$ cat src/rtl/cyx_mem_port_arbiter_if.sv
// Bus bundle between the two requesters, the arbiter and the shared RAM port.
// slave: the arbiter's view. master: the view of whoever drives requests and the port.
interface cyx_mem_port_arbiter_if #(
  parameter int AW = 32,
  parameter int DW = 32
);
  // requester 0 (CPU data path)
  logic          req0;
  logic [AW-1:0] addr0;
  logic [DW-1:0] wdata0;
  logic          we0;
  logic          ack0;
  // requester 1 (debug/loader)
  logic          req1;
  logic [AW-1:0] addr1;
  logic [DW-1:0] wdata1;
  logic          we1;
  logic          ack1;
  // shared results
  logic [DW-1:0] rdata;
  logic          err;
  logic          sel;
  logic          busy;
  // shared RAM port
  logic          mem_req;
  logic [AW-1:0] mem_addr;
  logic [DW-1:0] mem_wdata;
  logic          mem_we;
  logic          mem_rdy;
  logic [DW-1:0] mem_rdata;

  modport slave (
    input  req0, addr0, wdata0, we0,
    input  req1, addr1, wdata1, we1,
    input  mem_rdy, mem_rdata,
    output ack0, ack1, rdata, err, sel, busy,
    output mem_req, mem_addr, mem_wdata, mem_we
  );

  modport master (
    output req0, addr0, wdata0, we0,
    output req1, addr1, wdata1, we1,
    output mem_rdy, mem_rdata,
    input  ack0, ack1, rdata, err, sel, busy,
    input  mem_req, mem_addr, mem_wdata, mem_we
  );
endinterface

$ cat src/rtl/cyx_mem_port_arbiter.sv
// Two-requester round-robin arbiter for one shared RAM port.
// Grants in IDLE, holds the winner's request on the port during BUSY, and
// pulses ack (with err on ready timeout) for exactly one ACK cycle.
module cyx_mem_port_arbiter #(
  parameter int AW      = 32,
  parameter int DW      = 32,
  parameter int TIMEOUT = 15,
  parameter int CW      = 4
) (
  input logic                   clk,
  input logic                   rst_n,
  cyx_mem_port_arbiter_if.slave bus
);

  typedef enum logic [1:0] {IDLE, BUSY, ACK} state_t;

  typedef struct packed {
    logic          req;
    logic [AW-1:0] addr;
    logic [DW-1:0] wdata;
    logic          we;
  } rq_t;

  state_t        r_state;
  logic          r_last;
  logic [CW-1:0] r_cnt;
  logic          r_sel;
  logic          r_mem_req;
  logic [AW-1:0] r_mem_addr;
  logic [DW-1:0] r_mem_wdata;
  logic          r_mem_we;
  logic          r_ack0;
  logic          r_ack1;
  logic          r_err;
  logic [DW-1:0] r_rdata;
  logic          r_busy;

  rq_t           w_rq0;
  rq_t           w_rq1;
  rq_t           w_win_rq;
  logic          w_gnt0;
  logic          w_gnt1;
  logic          w_tmo;

  assign w_rq0 = '{req: bus.req0, addr: bus.addr0, wdata: bus.wdata0, we: bus.we0};
  assign w_rq1 = '{req: bus.req1, addr: bus.addr1, wdata: bus.wdata1, we: bus.we1};

  // On a tie the requester that did not go last wins; r_last resets to 1 so
  // requester 0 takes the first tie.
  assign w_gnt0   = w_rq0.req & (~w_rq1.req | r_last);
  assign w_gnt1   = w_rq1.req & (~w_rq0.req | ~r_last);
  assign w_win_rq = w_gnt1 ? w_rq1 : w_rq0;
  assign w_tmo    = (r_cnt == CW'(TIMEOUT - 1));

  // Transaction sequencer: all outputs are registered here.
  always_ff @(posedge clk or negedge rst_n) begin
    if (!rst_n) begin
      r_state     <= IDLE;
      r_last      <= 1'b1;
      r_cnt       <= '0;
      r_sel       <= 1'b0;
      r_mem_req   <= 1'b0;
      r_mem_addr  <= '0;
      r_mem_wdata <= '0;
      r_mem_we    <= 1'b0;
      r_ack0      <= 1'b0;
      r_ack1      <= 1'b0;
      r_err       <= 1'b0;
      r_rdata     <= '0;
      r_busy      <= 1'b0;
    end else begin
      case (r_state)
        IDLE: begin
          if (w_gnt0 | w_gnt1) begin
            r_sel       <= w_gnt1;
            r_mem_addr  <= w_win_rq.addr;
            r_mem_wdata <= w_win_rq.wdata;
            r_mem_we    <= w_win_rq.we;
            r_mem_req   <= 1'b1;
            r_cnt       <= '0;
            r_busy      <= 1'b1;
            r_state     <= BUSY;
          end else begin
            r_mem_req   <= 1'b0;
          end
        end
        BUSY: begin
          // Requester inputs are not looked at here; the port holds the
          // values latched at grant.
          if (bus.mem_rdy || w_tmo) begin
            if (bus.mem_rdy && !r_mem_we) r_rdata <= bus.mem_rdata;
            r_ack0    <= ~r_sel;
            r_ack1    <= r_sel;
            r_err     <= ~bus.mem_rdy;
            r_mem_req <= 1'b0;
            r_last    <= r_sel;
            r_busy    <= 1'b1;
            r_state   <= ACK;
          end else begin
            r_cnt     <= r_cnt + 1'b1;
          end
        end
        ACK: begin
          // One-cycle completion; no arbitration so a held req waits for IDLE.
          r_ack0  <= 1'b0;
          r_ack1  <= 1'b0;
          r_err   <= 1'b0;
          r_busy  <= 1'b0;
          r_state <= IDLE;
        end
        default: begin
          r_mem_req <= 1'b0;
          r_ack0    <= 1'b0;
          r_ack1    <= 1'b0;
          r_err     <= 1'b0;
          r_busy    <= 1'b0;
          r_state   <= IDLE;
        end
      endcase
    end
  end

  assign bus.sel       = r_sel;
  assign bus.mem_req   = r_mem_req;
  assign bus.mem_addr  = r_mem_addr;
  assign bus.mem_wdata = r_mem_wdata;
  assign bus.mem_we    = r_mem_we;
  assign bus.ack0      = r_ack0;
  assign bus.ack1      = r_ack1;
  assign bus.err       = r_err;
  assign bus.rdata     = r_rdata;
  assign bus.busy      = r_busy;

endmodule

$ cat src/flat_wrapper.sv
// flat-port wrapper written by rule: the top's interface ports become plain ports
module cyx_mem_port_arbiter_flat 
#(
  parameter int AW      = 32,
  parameter int DW      = 32,
  parameter int TIMEOUT = 15,
  parameter int CW      = 4
)
  (clk, rst_n, bus_req0, bus_addr0, bus_wdata0, bus_we0, bus_req1, bus_addr1, bus_wdata1, bus_we1, bus_mem_rdy, bus_mem_rdata, bus_ack0, bus_ack1, bus_rdata, bus_err, bus_sel, bus_busy, bus_mem_req, bus_mem_addr, bus_mem_wdata, bus_mem_we);
  cyx_mem_port_arbiter_if #(.AW(AW), .DW(DW)) bus_i ();
  input logic clk;
  input logic rst_n;
  input wire logic [$bits(bus_i.req0)-1:0] bus_req0;
  input wire logic [$bits(bus_i.addr0)-1:0] bus_addr0;
  input wire logic [$bits(bus_i.wdata0)-1:0] bus_wdata0;
  input wire logic [$bits(bus_i.we0)-1:0] bus_we0;
  input wire logic [$bits(bus_i.req1)-1:0] bus_req1;
  input wire logic [$bits(bus_i.addr1)-1:0] bus_addr1;
  input wire logic [$bits(bus_i.wdata1)-1:0] bus_wdata1;
  input wire logic [$bits(bus_i.we1)-1:0] bus_we1;
  input wire logic [$bits(bus_i.mem_rdy)-1:0] bus_mem_rdy;
  input wire logic [$bits(bus_i.mem_rdata)-1:0] bus_mem_rdata;
  output wire logic [$bits(bus_i.ack0)-1:0] bus_ack0;
  output wire logic [$bits(bus_i.ack1)-1:0] bus_ack1;
  output wire logic [$bits(bus_i.rdata)-1:0] bus_rdata;
  output wire logic [$bits(bus_i.err)-1:0] bus_err;
  output wire logic [$bits(bus_i.sel)-1:0] bus_sel;
  output wire logic [$bits(bus_i.busy)-1:0] bus_busy;
  output wire logic [$bits(bus_i.mem_req)-1:0] bus_mem_req;
  output wire logic [$bits(bus_i.mem_addr)-1:0] bus_mem_addr;
  output wire logic [$bits(bus_i.mem_wdata)-1:0] bus_mem_wdata;
  output wire logic [$bits(bus_i.mem_we)-1:0] bus_mem_we;
  assign bus_i.req0 = bus_req0;
  assign bus_i.addr0 = bus_addr0;
  assign bus_i.wdata0 = bus_wdata0;
  assign bus_i.we0 = bus_we0;
  assign bus_i.req1 = bus_req1;
  assign bus_i.addr1 = bus_addr1;
  assign bus_i.wdata1 = bus_wdata1;
  assign bus_i.we1 = bus_we1;
  assign bus_i.mem_rdy = bus_mem_rdy;
  assign bus_i.mem_rdata = bus_mem_rdata;
  assign bus_ack0 = bus_i.ack0;
  assign bus_ack1 = bus_i.ack1;
  assign bus_rdata = bus_i.rdata;
  assign bus_err = bus_i.err;
  assign bus_sel = bus_i.sel;
  assign bus_busy = bus_i.busy;
  assign bus_mem_req = bus_i.mem_req;
  assign bus_mem_addr = bus_i.mem_addr;
  assign bus_mem_wdata = bus_i.mem_wdata;
  assign bus_mem_we = bus_i.mem_we;
  cyx_mem_port_arbiter #(.AW(AW), .DW(DW), .TIMEOUT(TIMEOUT), .CW(CW)) u_core (.clk(clk), .rst_n(rst_n), .bus(bus_i));
endmodule
$ cat config.mk
export PLATFORM = sky130hd
export DESIGN_NAME = cyx_mem_port_arbiter_flat
export DESIGN_NICKNAME = d
export VERILOG_FILES = /design/src/rtl/cyx_mem_port_arbiter_if.sv /design/src/rtl/cyx_mem_port_arbiter.sv /design/src/flat_wrapper.sv
export SDC_FILE = /design/constraint.sdc
export NUM_CORES = 1
export LEC_CHECK = 0
export CORE_MARGIN = 5
export CORE_UTILIZATION = 40
export CTS_BUF_LIST = sky130_fd_sc_hd__clkbuf_8
export CTS_CLUSTER_DIAMETER = 60
export CTS_CLUSTER_SIZE = 25
export DETAILED_ROUTE_END_ITERATION = 12
export GPL_TIMING_DRIVEN = 0
export PLACE_DENSITY_LB_ADDON = 0.05
export SYNTH_ARGS = -nofsm -noshare
export SYNTH_HDL_FRONTEND = slang
export SYNTH_SLANG_ARGS = --single-unit
$ cat constraint.sdc
create_clock -name clk -period 1.9 [get_ports clk]
set_input_delay 0.38 -clock clk [delete_from_list [all_inputs] [get_ports clk]]
set_output_delay 0.38 -clock clk [all_outputs]
set_load 0.02 [all_outputs]
==> results of run 1 <==
## registers in the layout, summed over array words and instances, names as in the netlist
signal and cells:
u_core.r_state 2, u_core.bus.busy 1, u_core.bus.ack0 1, u_core.bus.sel 1, u_core.bus.rdata 32, u_core.bus.ack1 1
u_core.bus.mem_req 1, u_core.bus.mem_wdata 32, u_core.bus.mem_addr 32, u_core.bus.mem_we 1, u_core.bus.err 1, u_core.r_last 1
u_core.r_cnt 4
## kinds of logic after synthesis
group	Yosys count
and+or+nand+nor	22
DFF	110
buffers and inverters	37
muxes	98
AOI/OAI and AO/OA	146
adders and majority gates	2
## final cells by class
type | count | area [sq um] | share of cell area (%)
Inverter | 4 | 15.0 | 0.186
Tap cell | 147 | 184 | 2.28
Timing Repair Buffer | 270 | 2720 | 33.7
Buffer | 33 | 194 | 2.41
Multi-Input combinational cell | 268 | 1950 | 24.2
Sequential cell | 110 | 2750 | 34.2
Clock inverter | 6 | 103 | 1.27
Clock buffer | 10 | 138 | 1.71
## worst min path at each step
stage                     depth (start not counted)                 from  slack (ps)                        to
final                                             1                rst_n          20      u_core.bus.rdata[13]
after global routing                              1                rst_n          70      u_core.bus.rdata[13]
after CTS                                         1                rst_n          30  u_core.bus.mem_wdata[31]
after detailed placement                          1                rst_n         440      u_core.bus.rdata[13]
after global placement                            1  u_core.bus.rdata[9]         470       u_core.bus.rdata[9]
after floorplan                                   0                rst_n          80           u_core.bus.ack0
## cells in the mapped netlist
library cell    n
clkbuf_1       17
or2_4           2
nand3b_1        1
nand2b_1        3
clkbuf_2        1
dfrtp_1       109
nand2_1         2
a31oi_1         1
nor2_1          2
nand2b_2        1
buf_6           6
buf_2           4
nor4_1          1
a41oi_1         1
o2bb2ai_1       1
buf_4           5
mux2_1          2
a32o_1          1
o22ai_1         1
or4_1           1
mux2_2         30
a21bo_2         1
a31o_2          1
ha_1            2
a211oi_1        1
o211ai_1        1
a311oi_1        1
inv_1           4
o21ai_1        18
nor2b_1         1
nand3_1         7
dfstp_2         1
nor3b_4         1
mux2i_1        66
o221ai_1        1
o21ai_0       117
## power by group through the flow
stage,registers [mW],clock network [mW],logic [mW]
final,4.08,1.67,6.44
after global routing,4.25,1.79,6.93
after CTS,4.10,1.69,6.55
after detailed placement,4.14,0,6.53
after global placement,4.07,0,6.41
after floorplan,5.41,0,1.91
## routing by layer
metal	share of wire [%]	global-route usage (%)	vias to the layer above	wire length, microns
met5	0	0	-	0
met4	2.2	7.08	0	325
met3	8.6	6.25	22	1270
met2	52	36.5	170	7660
met1	38	22.7	2056	5570
li1	-	-	2065	-
## what timing repair did
action,CTS,global route
gates resized for setup,0,1
setup endpoints to repair,0,1
endpoints found under the hold margin,0,0
## through the flow
step | cell area [sq um] | TNS (ps) | power (mW)
2_1_floorplan | 4920 | 0 | 7.32
3_3_place_gp | 7790 | -409080 | 10.5
3_5_place_dp | 7820 | -13990 | 10.7
4_1_cts | 8060 | 0 | 12.3
5_1_grt | 8060 | 0 | 13.0
6_report | 8060 | 0 | 12.2
==> impl_metrics.json, run 1 <==
{
  "run_status": "finished clean",
  "crit_family": "buffers and inverters",
  "worst_slew_pin_slew_ps": 631,
  "placementRows": 40,
  "avgSynthCellArea_sq_um": 11.8,
  "cts_sinks": 110,
  "synth_top_family_by_area": "multiplexers",
  "first_pass_iters": 4,
  "irDropWorstVdd_mv": 0.665,
  "power.share.combinational_pct": 52.8,
  "avgViaCountPerCell": 5.09,
  "synth-seq-cells": 110,
  "wire_per_inst_microns": 17.5,
  "max_stage_delay_ps": 640,
  "clkPwrFrac_pct": 13.7,
  "vias": 4313,
  "ys_types": 36,
  "die_x_microns": 121,
  "crit_slowest_cell": "clkdlybuf4s50_1",
  "diodes": 0,
  "pre_cts_slack_ps": -240,
  "ios": 270,
  "die_area_sq_mm": 0.0146,
  "instances_no_fill": 848,
  "ant_nets": 0,
  "grt-ovfl-total": 0,
  "cts_setup_buffers": 0,
  "cp_num_cells": 1,
  "powerDensity_mw_per_mm2": 1510,
  "yosys.area.top_type": "dfrtp_1",
  "numPortBuffers": 269,
  "dp_hpwl_microns": 11900,
  "path_max_fanout": 4,
  "crit_chain": "clkdlybuf4s50_1",
  "arrival_ps": 1420,
  "synthAdderAreaFrac_pct": 0.509,
  "worstRegToRegCells": 4,
  "syn-instance-count": 415,
  "grt_pass1_vias": 4720,
  "synth_compound_area_share_pct": 15.6,
  "drt_iter0_markers": 173,
  "cts.htree.levels": 3,
  "synthMuxAreaShare_pct": 20.8,
  "relSlewSlack_pct": 57.9,
  "antenna_found_initial": 0,
  "dp.cells": 832,
  "area_growth_pct": 63.9,
  "finalHoldViolCount": 0,
  "cts.path.max_buffers": 2,
  "cts_made_buffers": 9,
  "rsz0062_at_grt": "false",
  "holdWs_ps": 22.5,
  "seq_power_share_pct": 33.5,
  "fin_crit_sh_pct": 94.9,
  "fillCellCount": 978,
  "grt_max_degree": 64,
  "synth_warnings": 0,
  "fin_nets": 865,
  "gp_congestion": 0.757,
  "synthSimpleGateAreaFrac_pct": 2.88,
  "p_int_mw": 7.52,
  "grt_pass1_wl_microns": 23500,
  "path_buf_inv": 1,
  "cap_violations": 0,
  "drive_above_1_share_pct": 9.84,
  "seq_area_frac_synth_pct": 56.0,
  "synth_top_area_share_pct": 55.5,
  "cp.required_ps": 1520,
  "final_common_cell": "clkdlybuf4s50_1",
  "root_buffer": "clkbuf_8",
  "crit_path_start": "u_core.bus.sel",
  "core_sq_mm": 0.0120,
  "synth_area_sq_mm": 0.00492,
  "ff2ff_setup_slack_ps": 130,
  "path_class": "reg -> out",
  "fin_crit_ps": 1800,
  "swShare_pct": 38.3,
  "layout_common_cells": "clkdlybuf4s50_1, o21ai_0, dfrtp_1",
  "p_sw_mw": 4.67,
  "fin_skew_ps": 11.5,
  "hold_path.class": "in -> async",
  "cts_hold_buf": 0,
  "fp.dieH_microns": 121,
  "r2r-end": "u_core.bus.rdata[4]",
  "final_core_utilization_pct": 67.1,
  "post-route-drc-count": 0,
  "grt_usage_pct": 20.3,
  "crit_path_end": "bus_sel",
  "fmax_mhz": 555,
  "end_kind": "output pin",
  "cts_tree": "built",
  "p_leak_nw": 3.44,
  "synth_fp_nets": 584,
  "synth_area_leaders": "dfrtp_1, mux2i_1, o21ai_0, mux2_2, o21ai_1",
  "setup_ws_ps": 97.6,
  "timing.rr.start": "u_core.r_state[1]",
  "startpoint_type": "flop",
  "drv_slew": 0,
  "initial_core_util_pct": 40.9,
  "drt_wl_total_microns": 14800,
  "clkTransAtPathRegs_ps": 100,
  "setup_viol": 0,
  "synth-xor-area-share_pct": 0,
  "clock_latency_ps": 370
}
Power figures use the tool's default switching activity.
==> run 2: changes to the inputs <==
--- a/config.mk
+++ b/config.mk
@@ -11,6 +11,7 @@
 export CTS_CLUSTER_DIAMETER = 60
 export CTS_CLUSTER_SIZE = 25
 export DETAILED_ROUTE_END_ITERATION = 12
+export GPL_ROUTABILITY_DRIVEN = 0
 export GPL_TIMING_DRIVEN = 0
 export PLACE_DENSITY_LB_ADDON = 0.05
 export SYNTH_ARGS = -nofsm -noshare
==> results of run 2 <==
Same layout as run 1: the final DEF is identical, and so are final timing and power.
